$ cat config.mk
export PLATFORM = sky130hd
export DESIGN_NAME = wb_byte_sequencer
export DESIGN_NICKNAME = d
export VERILOG_FILES = /design/src/rtl/wb_byte_sequencer.sv
export SDC_FILE = /design/constraint.sdc
export NUM_CORES = 1
export LEC_CHECK = 0
export CORE_MARGIN = 2
export CORE_UTILIZATION = 40
export DETAILED_ROUTE_END_ITERATION = 10
export HOLD_SLACK_MARGIN = 0.03
export PLACE_DENSITY = 0.9
export SYNTH_ARGS = -nofsm -noshare
export SYNTH_HDL_FRONTEND = slang
export SYNTH_SLANG_ARGS = --single-unit
$ cat constraint.sdc
create_clock -name wb_clk_i -period 4.36 [get_ports wb_clk_i]
set_input_delay 0.872 -clock wb_clk_i [delete_from_list [all_inputs] [get_ports wb_clk_i]]
set_output_delay 0.872 -clock wb_clk_i [all_outputs]
set_load 0.1 [all_outputs]
$ cat src/rtl/wb_byte_sequencer.sv
// Splits a 32-bit classic Wishbone access into one single-lane access per selected byte,
// highest lane first, gathering read bytes and terminating the master once.
module wb_byte_sequencer #(
    parameter int aw = 32,
    parameter int dw = 32
) (
    input  logic          wb_clk_i,
    input  logic          wb_rst_ni,
    input  logic [aw-1:0] wbm_adr_i,
    input  logic [dw-1:0] wbm_dat_i,
    input  logic [3:0]    wbm_sel_i,
    input  logic          wbm_we_i,
    input  logic          wbm_cyc_i,
    input  logic          wbm_stb_i,
    input  logic [2:0]    wbm_cti_i,
    input  logic [1:0]    wbm_bte_i,
    output logic [dw-1:0] wbm_sdt_o,
    output logic          wbm_ack_o,
    output logic          wbm_err_o,
    output logic          wbm_rty_o,
    output logic [aw-1:0] wbs_adr_o,
    output logic [dw-1:0] wbs_dat_o,
    output logic [3:0]    wbs_sel_o,
    output logic          wbs_we_o,
    output logic          wbs_cyc_o,
    output logic          wbs_stb_o,
    output logic [2:0]    wbs_cti_o,
    output logic [1:0]    wbs_bte_o,
    input  logic [dw-1:0] wbs_sdt_i,
    input  logic          wbs_ack_i,
    input  logic          wbs_err_i,
    input  logic          wbs_rty_i
);
    typedef enum logic [1:0] {IDLE, ACCESS, GAP, DONE} state_t;
    typedef enum logic [1:0] {TERM_ACK, TERM_ERR, TERM_RTY} term_t;

    state_t          state_q, state_d;
    term_t           term_q, term_d;
    logic [aw-3:0]   adr_q, adr_d;
    logic [dw-1:0]   dat_q, dat_d;
    logic            we_q, we_d;
    logic [3:0]      pend_q, pend_d;
    logic [dw-1:0]   rdata_q, rdata_d;
    logic [1:0]      lane;
    logic [3:0]      lane_oh;
    logic            unused_inputs;

    // Burst signalling is ignored: every access is treated as classic.
    assign unused_inputs = ^{wbm_cti_i, wbm_bte_i, wbm_adr_i[1:0]};

    always_comb begin
        lane = 2'd0;
        if (pend_q[3])      lane = 2'd3;
        else if (pend_q[2]) lane = 2'd2;
        else if (pend_q[1]) lane = 2'd1;
        lane_oh = 4'b0001 << lane;
    end

    always_comb begin
        state_d   = state_q;
        term_d    = term_q;
        adr_d     = adr_q;
        dat_d     = dat_q;
        we_d      = we_q;
        pend_d    = pend_q;
        rdata_d   = rdata_q;
        wbm_ack_o = 1'b0;
        wbm_err_o = 1'b0;
        wbm_rty_o = 1'b0;
        wbs_cyc_o = 1'b0;
        wbs_stb_o = 1'b0;
        wbs_sel_o = 4'b0000;
        wbs_adr_o = '0;
        case (state_q)
            IDLE: begin
                if (wbm_cyc_i && wbm_stb_i) begin
                    adr_d   = wbm_adr_i[aw-1:2];
                    dat_d   = wbm_dat_i;
                    we_d    = wbm_we_i;
                    pend_d  = wbm_sel_i;
                    rdata_d = '0;
                    term_d  = TERM_ACK;
                    state_d = (wbm_sel_i == 4'b0000) ? DONE : ACCESS;
                end
            end
            ACCESS: begin
                wbs_adr_o = {adr_q, 2'd3 - lane};
                if (!wbm_cyc_i) begin
                    pend_d  = 4'b0000;
                    state_d = IDLE;
                end else begin
                    wbs_cyc_o = 1'b1;
                    wbs_stb_o = 1'b1;
                    wbs_sel_o = lane_oh;
                    if (wbs_err_i) begin
                        term_d  = TERM_ERR;
                        pend_d  = 4'b0000;
                        state_d = DONE;
                    end else if (wbs_rty_i) begin
                        term_d  = TERM_RTY;
                        pend_d  = 4'b0000;
                        state_d = DONE;
                    end else if (wbs_ack_i) begin
                        if (!we_q)
                            rdata_d[{lane, 3'b000} +: 8] = wbs_sdt_i[{lane, 3'b000} +: 8];
                        pend_d  = pend_q & ~lane_oh;
                        state_d = (pend_d == 4'b0000) ? DONE : GAP;
                    end
                end
            end
            GAP: begin
                // Strobe stays low for a cycle so a registered slave ack is not seen twice.
                wbs_adr_o = {adr_q, 2'd3 - lane};
                if (!wbm_cyc_i) begin
                    pend_d  = 4'b0000;
                    state_d = IDLE;
                end else begin
                    wbs_cyc_o = 1'b1;
                    state_d   = ACCESS;
                end
            end
            DONE: begin
                wbm_ack_o = (term_q == TERM_ACK);
                wbm_err_o = (term_q == TERM_ERR);
                wbm_rty_o = (term_q == TERM_RTY);
                state_d   = IDLE;
            end
            default: state_d = IDLE;
        endcase
    end

    always_ff @(posedge wb_clk_i) begin
        if (!wb_rst_ni) begin
            state_q <= IDLE;
            term_q  <= TERM_ACK;
            adr_q   <= '0;
            dat_q   <= '0;
            we_q    <= 1'b0;
            pend_q  <= 4'b0000;
            rdata_q <= '0;
        end else begin
            state_q <= state_d;
            term_q  <= term_d;
            adr_q   <= adr_d;
            dat_q   <= dat_d;
            we_q    <= we_d;
            pend_q  <= pend_d;
            rdata_q <= rdata_d;
        end
    end

    assign wbm_sdt_o = rdata_q;
    assign wbs_dat_o = dat_q;
    assign wbs_we_o  = we_q;
    assign wbs_cti_o = 3'b000;
    assign wbs_bte_o = 2'b00;
endmodule

==> impl_metrics.ini <==
[setup_path]
critical-path-top-cell-by-count = inv_1
startpoint_type = flip-flop
path_max_fanout = 32
max_stage_delay_ns = 0.80
worstPathArrival_ns = 2.51
cp_top_family = adder cells
crit_chain = inv_1, ha_1, inv_1, nor3_1, buf_4
cp_slowest_cell = ha_1
r2r_cells = 6
worstSetupEndpointType = output pin
crit_buf_inv = 3
required_ns = 3.49
path_depth = 5
worstSetupPathType = reg2out

[floorplanning]
die_area_um2 = 12000
die_y_um = 110
die_w_um = 110
rows = 38
start_util_pct = 41.2
pin_count = 224
core-area_um2 = 10800

[sta]
layout_min_cycle_time_ns = 3.38
worst_hold_slack_ns = 0.465
tns_ns = 0
final.period_utilization_pct = 77.5
final_hold_viol_count = 0
setup_viol = 0
fin_ws_ns = 0.981
drv_slew = 0
max_freq_mhz = 296
skew_ns = 0.00608
slew_headroom_pct = 23.5
tightest_slew_ns = 1.15
rsz0062_at_grt = no

[synthesis]
netlist_instances = 512
synth_cell_types = 46
yosysWarnings = 0
ys_seq_area_share_pct = 46.2
yosysMostFrequentCell = nand2_1
yosysTopAreaCellShare_pct = 46.2
synthTopCellsByCount = nand2_1 (139), dfxtp_1 (103), a21boi_0 (65)
synth_edf_count = 0
synth_flop_cell = dfxtp_1
ys_top_cells_by_area = dfxtp_1 (46%), nand2_1 (12%), a21boi_0 (11%), a22o_1 (4.7%), and2_1 (4.5%)
synth-seq-cells = 103
syn_area_um2 = 4460
synth_top_area_cell = dfxtp_1
synth_async_sr_flop_share_pct = 0
syn_avg_cell_area_um2 = 8.72

[clocking]
post-cts-setup-buffer-count = 0
clkSinkCount = 103
cts_buffers = 9
cts-root-buf = clkbuf_8
cts_tree = yes
hold_buffers = 0
ctsResizeCount = 0
htree_num_levels = 3
clk_latency_ns = 0.36
clkTransAtPathRegs_ns = 0.10
cts_buffer_depth = 2

[routing]
drt_iter0_markers = 244
ant_nets = 0
wl_um = 13300
dr.pass1.iters = 4
drc = 0
vias_per_cell = 5.14
wl_per_cell_um = 15.7
dr_total_vias = 4346

[min_path]
hold_depth = 2
hp-class = reg2reg

[grt]
top_usage_layer = met2
track_usage_pct = 21.5
grt_max_degree = 79
grt_pass1_wl_um = 20300
grt_util_met3_pct = 7.11
use_met1_pct = 22.3
grt_pass1_vias = 4318
gr-total-overflow = 0
use_met2_pct = 38.9
antenna_found_initial = 1

[pwr]
peakVddDrop_mv = 0.354
power.density_nw_per_um2 = 509
p_leak_nw = 2.54

[flow_run]
drv_cap = 0

[placed_design]
dpl.cell_count = 829
gp_congestion = 0.847
dp_hpwl_um = 9800
place_ws_ns = 0.914
io_buffers = 211

[cells_and_area]
antennaDiodeCount = 0
area_delta_synth_final_pct = 50.1
fill_cells = 902
drive_above_1_share_pct = 10.1
layout.cells.non_filler = 845
nets = 817

[run_status]
status = completed
-- placed cells by master (no fill, tap or decap), drive strengths merged, types with 9 or more instances in the layout --
master | synthesis | layout
clkdlybuf4s50 | 0 | 172
nand2 | 139 | 139
dfxtp | 103 | 103
a21boi | 69 | 69
buf | 11 | 41
and2 | 32 | 32
a22o | 24 | 24
o21ai | 13 | 13
inv | 9 | 12
clkbuf | 29 | 9
-- state kept, by name (all words and copies together), names as in the netlist --
register,count
wbm_sdt_o,32
wbs_dat_o,32
adr_q,30
pend_q,4
state_q,2
term_q,2
wbs_we_o,1
-- cell families after synthesis --
family | synth area share (%)
AO/OA/AOI/OAI | 22.7
multiplexers | 3.56
AND/OR/NAND/NOR | 21.3
flip-flops | 46.2
adder cells (fa/ha/maj) | 1.12
other | 0.0840
buffers and inverters | 4.99
-- metal layers --
metal | share of wire, % | vias up
li1 | - | 2100
met1 | 38 | 2029
met2 | 51 | 186
met3 | 8.4 | 29
met4 | 2.9 | 2
met5 | 0.083 | -
-- final cells by class --
cell class	instances	area, µm²	area share (%)
sequential	103	2060	30.8
timing repair buffer	213	2030	30.3
tap	140	175	2.61
multi-input combinational	364	2200	32.8
clock buffer	9	124	1.85
clock inverter	7	77.6	1.16
inverter	9	33.8	0.504
-- metrics by stage --
step | utilization [%] | cell area, µm² | power [mW]
global route | 61.8 | 6700 | 3.58
finish | 61.8 | 6700 | 3.41
detailed placement | 59.9 | 6500 | 2.81
CTS | 61.8 | 6700 | 3.44
global placement | 59.9 | 6500 | 2.77
floorplan | - | 4480 | 2.38
-- worst reg2reg max path, cell delays in order (launching register included) --
cell and delay, ns:
dfxtp_1 0.36, inv_1 0.11, ha_1 0.30, nand2_1 0.31
nor4b_4 0.70, nor2b_1 0.59, a22o_1 0.22
-- power breakdown --
part | switching [mW] | total (mW) | internal [mW] | leakage, nW
Clock | 0.347 | 0.619 | 0.272 | 0.101
Combinational | 1.21 | 1.66 | 0.454 | 1.61
Sequential | 0.100 | 1.13 | 1.03 | 0.836
-- worst paths after layout --
check	startpoint	slack, ns	to
setup / recovery	state_q[1]	0.98	wbs_adr_o[0]
hold reg to reg	adr_q[2]	0.47	adr_q[2]
setup reg to reg	state_q[1]	1.72	wbm_sdt_o[15]
hold / removal	adr_q[2]	0.47	adr_q[2]
No activity file was read; power rests on OpenSTA's default activity.
